File: src/rtl/alu_cmd_seq.sv
// alu_cmd_seq: sequential command initiator for the 4-bit combinational ALU.
// Accepts a command over valid/ready, holds the ALU inputs for a settle
// window, captures result and flags, and returns them over a second
// valid/ready handshake. Also keeps a chaining accumulator, a sticky
// overflow flag and a saturating count of completed responses.
module alu_cmd_seq #(
  parameter int SETTLE_CYC = 1,  // ISSUE cycles before sampling, legal 1..7
  parameter int CNT_W      = 8
) (
  input  logic             clk,
  input  logic             rst,
  // command channel
  input  logic             cmd_valid,
  output logic             cmd_ready,
  input  logic [2:0]       cmd_op,
  input  logic [3:0]       cmd_a,
  input  logic [3:0]       cmd_b,
  input  logic             cmd_acc,
  // ALU drive / sample
  output logic [3:0]       alu_a,
  output logic [3:0]       alu_b,
  output logic [2:0]       alu_ch,
  input  logic [3:0]       alu_f,
  input  logic             alu_zero,
  input  logic             alu_over,
  input  logic             alu_cout,
  // response channel
  output logic             rsp_valid,
  input  logic             rsp_ready,
  output logic [3:0]       rsp_f,
  output logic             rsp_zero,
  output logic             rsp_over,
  output logic             rsp_cout,
  // status
  output logic [3:0]       acc,
  output logic             sticky_over,
  input  logic             clr_sticky,
  output logic [CNT_W-1:0] op_cnt
);

  localparam logic [1:0] IDLE  = 2'd0;
  localparam logic [1:0] ISSUE = 2'd1;
  localparam logic [1:0] RESP  = 2'd2;

  localparam logic [2:0]       SETTLE_LOAD = 3'(SETTLE_CYC - 1);
  localparam logic [CNT_W-1:0] CNT_MAX     = '1;
  localparam logic [CNT_W-1:0] CNT_ONE     = CNT_W'(1);

  logic [1:0] state;
  logic [2:0] settle_cnt;
  logic       cmd_fire;
  logic       rsp_fire;
  logic       capture;
  logic       is_compare;

  // Handshake flags decode straight from the state register.
  // NOTE: plain continuous assigns of complete expressions cannot infer a
  // latch; any always_comb would need a default for every output first.
  assign cmd_ready  = (state == IDLE);
  assign rsp_valid  = (state == RESP);
  assign cmd_fire   = cmd_valid && cmd_ready;
  assign rsp_fire   = rsp_valid && rsp_ready;
  assign capture    = (state == ISSUE) && (settle_cnt == 3'd0);
  // Compare opcodes (110, 111) return a flag in bit 0, not a chainable value.
  assign is_compare = (alu_ch[2:1] == 2'b11);

  // Sequencer: IDLE -> ISSUE (settle countdown) -> RESP -> IDLE.
  // NOTE: every clocked register uses non-blocking assignment so all flops
  // update together from pre-edge values, independent of statement order.
  always_ff @(posedge clk) begin
    if (rst) begin
      state      <= IDLE;
      settle_cnt <= 3'd0;
    end else begin
      case (state)
        IDLE: begin
          if (cmd_fire) begin
            state      <= ISSUE;
            settle_cnt <= SETTLE_LOAD;
          end
        end
        ISSUE: begin
          if (settle_cnt == 3'd0) begin
            state <= RESP;
          end else begin
            settle_cnt <= settle_cnt - 3'd1;
          end
        end
        RESP: begin
          if (rsp_fire) begin
            state <= IDLE;
          end
        end
        default: state <= IDLE;
      endcase
    end
  end

  // ALU operand/opcode registers: loaded on command accept, held otherwise.
  always_ff @(posedge clk) begin
    if (rst) begin
      alu_a  <= 4'd0;
      alu_b  <= 4'd0;
      alu_ch <= 3'd0;
    end else if (cmd_fire) begin
      alu_a  <= cmd_acc ? acc : cmd_a;
      alu_b  <= cmd_b;
      alu_ch <= cmd_op;
    end
  end

  // Response registers: sample the ALU at the end of the settle window.
  always_ff @(posedge clk) begin
    if (rst) begin
      rsp_f    <= 4'd0;
      rsp_zero <= 1'b0;
      rsp_over <= 1'b0;
      rsp_cout <= 1'b0;
    end else if (capture) begin
      rsp_f    <= alu_f;
      rsp_zero <= alu_zero;
      rsp_over <= alu_over;
      rsp_cout <= alu_cout;
    end
  end

  // Accumulator follows arithmetic/logic results, skips compares.
  always_ff @(posedge clk) begin
    if (rst) begin
      acc <= 4'd0;
    end else if (capture && !is_compare) begin
      acc <= alu_f;
    end
  end

  // Sticky overflow: a new overflow beats a same-cycle clear.
  always_ff @(posedge clk) begin
    if (rst) begin
      sticky_over <= 1'b0;
    end else if (capture && alu_over) begin
      sticky_over <= 1'b1;
    end else if (clr_sticky) begin
      sticky_over <= 1'b0;
    end
  end

  // Completed-response counter, saturating at all ones.
  always_ff @(posedge clk) begin
    if (rst) begin
      op_cnt <= '0;
    end else if (rsp_fire && (op_cnt != CNT_MAX)) begin
      op_cnt <= op_cnt + CNT_ONE;
    end
  end

endmodule
File: config.mk
export PLATFORM = sky130hd
export DESIGN_NAME = alu_cmd_seq
export DESIGN_NICKNAME = d
export VERILOG_FILES = /design/src/rtl/alu_cmd_seq.sv
export SDC_FILE = /design/constraint.sdc
export NUM_CORES = 1
export LEC_CHECK = 0
export BUFFER_PORTS_ARGS = -buffer_cell sky130_fd_sc_hd__buf_2
export CAP_MARGIN = 20
export CORE_ASPECT_RATIO = 2
export CORE_MARGIN = 5
export CORE_UTILIZATION = 35
export CTS_BUF_LIST = sky130_fd_sc_hd__clkbuf_4 sky130_fd_sc_hd__clkbuf_8 sky130_fd_sc_hd__clkbuf_16
export CTS_CLUSTER_DIAMETER = 80
export CTS_CLUSTER_SIZE = 24
export DETAILED_ROUTE_END_ITERATION = 7
export PLACE_DENSITY = 0.72
export SKIP_CTS_REPAIR_TIMING = 1
export SLEW_MARGIN = 20
export SYNTH_ARGS = -nofsm -noshare
export SYNTH_HDL_FRONTEND = slang
export SYNTH_SLANG_ARGS = --single-unit
File: constraint.sdc
create_clock -name clk -period 1.8 [get_ports clk]
set_clock_uncertainty 0.2 [all_clocks]
set_input_delay 0.09 -clock clk [delete_from_list [all_inputs] [get_ports clk]]
set_output_delay 0.09 -clock clk [all_outputs]
set_load 0.02 [all_outputs]
==> flow_summary.yaml, run 1 <==
status:
  status: "finished, final reports clean"
final_layout:
  ff_latch_area_sq_um: 720.7
  drive_gt1_share_pct: 28.36
  nets: 294
  fillCellCount: 436
  layout_commonest_cell: "buf_2"
  multi_input_area_sq_um: 804.5
  final_cell_mix: "56 x buf_2, 36 x dfxtp_1, 33 x nand2_1, 26 x a21oi_1, 19 x dlygate4sd3_1"
  num_antenna_cells: 0
  fin_area_sq_um: 2255
  syn_to_final_growth_pct: 40.67
pwr:
  p_sw_share_pct: 25.32
  p_int_mw: 1.380
  clockPowerShare_pct: 38.6
  leakage_nw: 0.9847
  combPwrFrac_pct: 14.9
  seq_power_share_pct: 46.5
  peakVddDrop_v: 0.0007790
  p_switching_uw: 467.8
  p_per_area_nw_per_um2: 819.4
critical_path:
  r2r_start: "op_cnt[0]$_SDFFE_PP0P_"
  crit_end: "op_cnt[0]$_SDFFE_PP0P_"
  startpoint_type: "register"
  path_class: "register to register"
  end_kind: "register"
  setup.worst_path.start: "op_cnt[0]$_SDFFE_PP0P_"
  rrSetupSlack_ns: 0.07
  r2r_cells: 4
  cp_max_fo: 5
  cp.required_ns: 1.78
  cp.arrival_ns: 1.70
  reg2reg_to: "op_cnt[0]$_SDFFE_PP0P_"
clock_tree:
  cts_root_buf: "clkbuf_8"
  cts_sinks: 36
  insertion_delay_ns: 0.29
  clk_path_buf_depth: 2
  clk_pin_slew_ns: 0.07
  htree_levels: 2
  numCtsBuffers: 5
  cts_tree: "yes"
yosys:
  yosysWarnings: 0
  synthArstFlopShare_pct: 0
  synth-seq-cells: 36
  syn_inst: 189
  synthDistinctLibCells: 38
  yosysSeqAreaShare_pct: 44.96
  avgSynthCellArea_sq_um: 8.480
  synth-main-ff-cell: "dfxtp_1"
  synth_edf_count: 0
  synth_area_sq_um: 1603
  synth_fp_nets: 216
routing:
  wl_microns: 4252
  antenna_left: 0
  wl_per_cell_microns: 13.16
  drtIter0Drc: 31
  via_per_inst: 4.991
  drt-pass1-iter-count: 4
  dr_total_vias: 1612
  drc: 0
die:
  die_width_microns: 57.85
  boundaryPins: 57
  die_height_microns: 105.7
  dieArea_sq_um: 6115
  num_rows: 35
  initial_core_util_pct: 35.53
  fp.coreArea_sq_um: 4511
global_route:
  grt-ovfl-total: 0
  grt_max_degree: 26
  grtUsageTotal_pct: 13.38
  grt_pass1_vias: 1513
  grt_pass1_wl_microns: 6479
  antenna_found_initial: 0
sta:
  rsz0062_at_grt: "no"
  hold_ws_ns: 0.006878
  fin_crit_sh_pct: 95.85
  finalSetupViolCount: 0
  slew_viol_final: 0
  tightest_slew_ns: 0.4251
  finalSetupTns_ns: 0
  finalCriticalPeriod_ns: 1.725
  fmax_mhz: 579.6
  slew_headroom_pct: 71.66
  finalHoldViolCount: 0
place:
  gp_congestion: 0.8214
  hpwl_microns: 2956
  portBuffers: 56
  place_area_sq_um: 1953
worst_hold_path:
  hp-class: "input pin to register"
  hp-start: "rsp_ready"
job:
  cap_violations: 0
## cells by family after synthesis
logic type | share of synthesized area, %
flip-flops | 44.96
buffers and inverters | 4.840
AO/OA/AOI/OAI | 16.47
multiplexers | 5.230
AND/OR/NAND/NOR | 26.15
adder cells (fa/ha/maj) | 2.342
## stage by stage
stage	setup WS, ns	utilization [%]	power [mW]	instances
final	0.07478	49.99	1.847	323
after detailed placement	0.08052	43.30	1.121	296
after global routing	0.003641	49.99	1.937	323
after CTS	0.07219	45.77	1.834	304
after global placement	0.1246	43.30	1.114	296
after floorplan	0.01934	-	1.026	189
## final cells by class
cell class	instances	area share [%]
clock inverters	2	1.554
well taps	55	3.052
flip-flops and latches	36	31.96
inverters	7	1.165
repair buffers	82	23.20
multi-input cells	135	35.68
clock buffers	6	3.385
## sequential cells by signal, indices dropped and copies added (netlist names), 2 cells and up
register	cells
alu_b	4
rsp_f	4
alu_ch	3
op_cnt	8
acc	4
settle_cnt	3
state	2
alu_a	4
## critical path: stages, from the launching register on
cell     delay (ns)
dfxtp_1        0.31
ha_1           0.23
and4_1         0.27
a21oi_1        0.25
mux2_2         0.36
## metal layers
layer,share of wire (%),global-route usage (%)
met1,42,15.28
met2,51,22.17
met3,6.4,4.044
met4,1.3,6.136
met5,0,0
## cells in the mapped netlist (all sizes together) (2+ instances only)
cell    count  share of area [%]
clkbuf      7                1.6
nand2b      7                2.7
nor4        2               0.78
nand4       3                1.2
mux2i       5                3.1
and2        2               0.78
nand3       4                1.2
dfxtp      36                 45
inv         7                1.6
or4         2               0.94
ha          3                2.3
and4        2                1.1
nand2      33                7.7
or3         2               0.78
nor2b       4                1.6
a21oi      26                8.1
o211ai      2               0.94
o21ai       6                1.9
buf         4                1.6
nor3b       2                1.2
nor2        8                1.9
a211oi      8                4.1
mux2        3                2.1
## power groups by stage
| stage | Combinational (mW) | Clock (mW) | Sequential (mW) |
|---|---|---|---|
| global route | 0.301 | 0.770 | 0.866 |
| global placement | 0.238 | 0 | 0.875 |
| floorplan | 0.110 | 0 | 0.916 |
| finish | 0.276 | 0.712 | 0.859 |
| CTS | 0.245 | 0.730 | 0.859 |
| detailed placement | 0.244 | 0 | 0.878 |
## how the worst min path moves through the flow
stage | end | slack [ns] | cells past startpoint
2_1_floorplan | alu_b[0]$_SDFFE_PP0P_ | 0.03 | 2
3_3_place_gp | rsp_zero$_SDFFE_PP0P_ | 0.13 | 3
3_5_place_dp | alu_ch[2]$_SDFFE_PP0P_ | 0.14 | 3
4_1_cts | alu_ch[0]$_SDFFE_PP0P_ | -0.17 | 3
5_1_grt | alu_a[3]$_SDFFE_PP0P_ | 0.009 | 3
6_report | state[1]$_SDFFE_PP0P_ | 0.007 | 3
Note: power is estimated with default switching activity, not from simulation.
==> inputs of run 2 (changes only) <==
CELL_PAD_IN_SITES_DETAIL_PLACEMENT = 1   (was default)
CELL_PAD_IN_SITES_GLOBAL_PLACEMENT = 1   (was default)
CORE_UTILIZATION = 32   (was 35)
PLACE_DENSITY = 0.8   (was 0.72)
==> run 2 against run 1 <==
Effect of this change: the run now ends with negative hold slack left; power rose by 0.57%; worst hold slack got worse by 0.026 ns; non-clock buffer count did not move; global-route usage rose by 1.2 points; critical endpoint is now op_cnt[3]$_SDFFE_PP0P_; critical path type unchanged; first-iteration DRC count rose by 23%; combinational power rose by 3%; sequential power barely moved; sequential share of layout area fell by 0.089 points; count of clock-buffer cells in the layout fell by 1; die area rose by 8.1%; routed wire length rose by 15%.
==> flow_summary.yaml, run 2 (same netlist as run 1, synthesis figures left out) <==
global_route:
  grt-ovfl-total: 0
  grt_pass1_wl_microns: 7314
  grt_max_degree: 23
  grt_pass1_vias: 1614
  grtUsageTotal_pct: 14.57
  antenna_found_initial: 0
sta:
  hold_ws_ns: -0.01909
  finalSetupViolCount: 0
  fin_crit_sh_pct: 97.32
  fin_ws_ns: 0.04826
  finalHoldViolCount: 2
  tightest_slew_ns: 0.3780
  rsz0062_at_grt: "yes"
  fmax_mhz: 570.9
  slew_headroom_pct: 74.80
  slew_viol_final: 0
  finalCriticalPeriod_ns: 1.752
pwr:
  seq_power_share_pct: 46.2
  clockPowerShare_pct: 38.6
  p_switching_uw: 493.9
  p_per_area_nw_per_um2: 821.8
  peakVddDrop_v: 0.0006909
  combPwrFrac_pct: 15.2
  p_sw_share_pct: 26.59
  leakage_nw: 0.9824
  p_int_mw: 1.364
place:
  dpl_worst_slack_ns: 0.04211
  portBuffers: 56
  hpwl_microns: 3537
  place_area_sq_um: 1969
  gp_congestion: 0.8304
final_layout:
  fillCellCount: 607
  top_register: "op_cnt"
  layout_commonest_cell: "buf_2"
  nets: 294
  largest_reg_flops: 8
  utilization_pct: 46.48
  num_antenna_cells: 0
  syn_to_final_growth_pct: 41.06
  fin_area_sq_um: 2261
  drive_gt1_share_pct: 29.10
  final_cell_mix: "56 x buf_2, 36 x dfxtp_1, 33 x nand2_1, 26 x a21oi_1, 18 x dlygate4sd3_1"
die:
  die_height_microns: 110.1
  dieArea_sq_um: 6610
  initial_core_util_pct: 32.95
  fp.coreArea_sq_um: 4865
  boundaryPins: 57
  num_rows: 36
  die_width_microns: 60.05
critical_path:
  crit_family: "multiplexers"
  r2r_cells: 4
  cp.arrival_ns: 1.74
  path_buf_inv: 0
  end_kind: "register"
  path_class: "register to register"
  cp_max_fo: 5
  path_depth: 4
  startpoint_type: "register"
  path_cells: "ha_1 > and4_1 > a211oi_1 > mux2_2"
  cp_slowest_cell: "mux2_2"
  max_stage_delay_ns: 0.36
  cp.required_ns: 1.78
clock_tree:
  clk_path_buf_depth: 2
  cts_sinks: 36
  clk_pin_slew_ns: 0.08
  cts_tree: "yes"
  insertion_delay_ns: 0.29
  numCtsBuffers: 5
  htree_levels: 2
  cts_root_buf: "clkbuf_8"
routing:
  via_per_inst: 5.166
  dr_total_vias: 1679
  met1_length_microns: 1670
  wl_met2_microns: 2922
  top_layer: "met4"
  drt-pass1-iter-count: 4
  drc: 0
  wl_per_cell_microns: 15.08
  wl_met3_microns: 203
  wl_microns: 4901
  antenna_left: 0
  drtIter0Drc: 38
worst_hold_path:
  whs_path_depth: 3
  hp-class: "input pin to register"
status:
  violations: "negative hold slack"
  status: "complete, but fails checks"
job:
  cap_violations: 0
run 2: worst register-to-register path, cell delays in order (launching register included):
cell and delay [ns]:
dfxtp_1 0.32, ha_1 0.24, and4_1 0.27, a211oi_1 0.26, mux2_2 0.36
run 2: metrics by stage:
step	cells	power [mW]	hold slack [ns]	setup TNS, ns
floorplan	189	1.026	0.02602	0
global placement	299	1.124	0.1333	0
detailed placement	299	1.131	0.1392	0
CTS	307	1.852	-0.1729	0
global route	325	1.944	0.01846	-0.04764
finish	325	1.858	-0.01909	0
run 2: power groups by stage:
stage / Combinational, mW / Clock (mW) / Sequential (mW)
after floorplan: 0.110 / 0 / 0.916
after global placement: 0.249 / 0 / 0.875
after detailed placement: 0.254 / 0 / 0.877
after CTS: 0.255 / 0.739 / 0.858
after global routing: 0.312 / 0.770 / 0.863
final: 0.283 / 0.717 / 0.858
run 2: final timing paths:
check | startpoint | slack (ns) | to
setup / recovery | op_cnt[0]$_SDFFE_PP0P_ | 0.05 | op_cnt[3]$_SDFFE_PP0P_
hold / removal | cmd_a[2] | -0.02 | alu_a[2]$_SDFFE_PP0P_
setup reg to reg | op_cnt[0]$_SDFFE_PP0P_ | 0.05 | op_cnt[3]$_SDFFE_PP0P_
hold reg to reg | alu_b[0]$_SDFFE_PP0P_ | 0.25 | alu_b[0]$_SDFFE_PP0P_
run 2: layout make-up:
| class | count | area, sq um | share of cell area, % |
|---|---|---|---|
| clock inverters | 3 | 42.54 | 1.882 |
| repair buffers | 82 | 520.5 | 23.02 |
| clock buffers | 5 | 68.82 | 3.044 |
| flip-flops and latches | 36 | 720.7 | 31.88 |
| well taps | 57 | 71.32 | 3.154 |
| multi-input cells | 135 | 810.8 | 35.86 |
| inverters | 7 | 26.28 | 1.162 |
run 2: layer usage:
metal,global-route usage (%),up-vias
li1,-,816
met1,13.67,807
met2,28.64,47
met3,2.214,9
met4,7.132,0
met5,0,-
==> inputs of run 3 (changes only) <==
CORE_MARGIN = default   (was 5)
==> run 3 against run 2 <==
Effect of this change: the flow finishes with violations (design-rule violations, negative hold slack); cell area grew 2.9%; sequential cell count stayed put; worst hold slack worse by 0.0030 ns; via count is 1.7% lower; final cell count did not move; setup slack improved by 0.044 ns; clock power increased by 38%; register-to-register slack gained 0.04 ns; die area fell by 20%; critical path type unchanged.
==> flow_summary.yaml, run 3 (same netlist as run 1, synthesis figures left out) <==
status:
  status: "complete, but fails checks"
  violations: "design-rule violations, negative hold slack"
final_layout:
  layout_commonest_cell: "buf_2"
  largest_reg_flops: 8
  nets: 294
  drive_gt1_share_pct: 30.22
  syn_to_final_growth_pct: 45.12
  fillCellCount: 583
  final_cells: 325
  top_register: "op_cnt"
  utilization_pct: 48.26
  num_antenna_cells: 0
  final_cell_mix: "56 x buf_2, 35 x dfxtp_1, 33 x nand2_1, 25 x a21oi_1, 19 x dlygate4sd3_1"
critical_path:
  path_buf_inv: 0
  cp_slowest_cell: "mux2_2"
  crit_family: "multiplexers"
  end_kind: "register"
  path_class: "register to register"
  cp_max_fo: 5
  max_stage_delay_ns: 0.35
  path_cells: "ha_1 > and4_1 > a211oi_2 > mux2_2"
  cp.required_ns: 1.78
  cp.arrival_ns: 1.69
  startpoint_type: "register"
die:
  die_width_microns: 52.05
  initial_core_util_pct: 33.26
  fp.coreArea_sq_um: 4820
  dieArea_sq_um: 5313
  num_rows: 36
  die_height_microns: 102.1
  boundaryPins: 57
clock_tree:
  htree_levels: 2
  clk_path_buf_depth: 2
  clk_pin_slew_ns: 0.07
  cts_tree: "yes"
  numCtsBuffers: 5
  cts_sinks: 36
  insertion_delay_ns: 0.29
  cts_root_buf: "clkbuf_8"
routing:
  wl_microns: 4629
  dr_total_vias: 1650
  drtIter0Drc: 19
  drt-pass1-iter-count: 6
  wl_per_cell_microns: 14.24
  antenna_left: 0
  via_per_inst: 5.077
  drc: 1
worst_hold_path:
  hp-class: "input pin to register"
pwr:
  peakVddDrop_v: 0.0007097
  p_per_area_nw_per_um2: 916.5
  leakage_nw: 1.006
place:
  dpl.cell_count: 298
  gp_congestion: 0.7934
  portBuffers: 56
  hpwl_microns: 3213
sta:
  hold_ws_ns: -0.02208
  finalCriticalPeriod_ns: 1.708
  fmax_mhz: 585.4
  slew_headroom_pct: 74.57
  finalSetupTns_ns: 0
  tightest_slew_ns: 0.3815
  fin_crit_sh_pct: 94.89
  rsz0062_at_grt: "no"
  finalSetupViolCount: 0
  finalHoldViolCount: 1
  slew_viol_final: 0
global_route:
  grt_pass1_wl_microns: 7051
  grt_pass1_vias: 1584
  antenna_found_initial: 0
  grtUsageTotal_pct: 17.79
  grt-ovfl-total: 0
  grt_max_degree: 22
job:
  cap_violations: 0
[run 3: cell types whose count changed in the layout (fill, tap and decap cells not counted), sizes merged]
cell,before,now
bufinv,1,3
dlygate4sd3,18,19
buf,64,63
clkinv,1,0
clkinvlp,1,0
[run 3: worst reg2reg max path: cells and delay by family (launching register included)]
| kind | cells | cell delay [ns] |
|---|---|---|
| muxes | 1 | 0.35 |
| DFF | 1 | 0.32 |
| and+or+nand+nor | 1 | 0.29 |
| adders and majority gates | 1 | 0.23 |
| AOI/OAI and AO/OA | 1 | 0.22 |
[run 3: cell type report]
class	count	area [sq um]	area share, %
Multi-Input combinational cell	135	824.5	35.45
Sequential cell	36	721.9	31.04
Timing Repair Buffer	82	523.0	22.49
Clock inverter	3	90.09	3.873
Tap cell	57	71.32	3.066
Clock buffer	5	68.82	2.959
Inverter	7	26.28	1.130
[run 3: layer usage]
layer,GRT usage (%),routed length (microns),share of wire (%),vias to the layer above
li1,-,-,-,819
met5,0,0,0,-
met4,7.484,92,2.0,0
met1,17.02,1712,37,781
met2,33.73,2625,57,42
met3,4.911,198,4.3,8
[run 3: worst paths after layout]
kind | to | slack (ns) | depth (start not counted) | start
worst max-delay path | op_cnt[2]$_SDFFE_PP0P_ | 0.09 | 4 | op_cnt[0]$_SDFFE_PP0P_
worst min-delay path | alu_a[3]$_SDFFE_PP0P_ | -0.02 | 3 | cmd_a[3]
worst max register to register | op_cnt[2]$_SDFFE_PP0P_ | 0.09 | 4 | op_cnt[0]$_SDFFE_PP0P_
worst min register to register | alu_b[2]$_SDFFE_PP0P_ | 0.26 | 2 | alu_b[2]$_SDFFE_PP0P_
[run 3: per-stage QoR]
stage	cell area [sq um]	total power, mW	hold WS (ns)	setup WS, ns
final	2326	2.132	-0.02208	0.09191
after global routing	2326	2.209	0.007989	0.007058
after CTS	2121	2.123	-0.1727	0.04119
after detailed placement	1962	1.126	0.1387	0.05046
after global placement	1962	1.121	0.1329	0.07696
after floorplan	1603	1.026	0.02602	0.01934
[run 3: power by group]
part	switching (mW)	leakage, nW	internal, mW
logic	0.160	0.634	0.120
clock network	0.298	0.0784	0.693
registers	0.0259	0.294	0.834
total	0.484	1.01	1.65
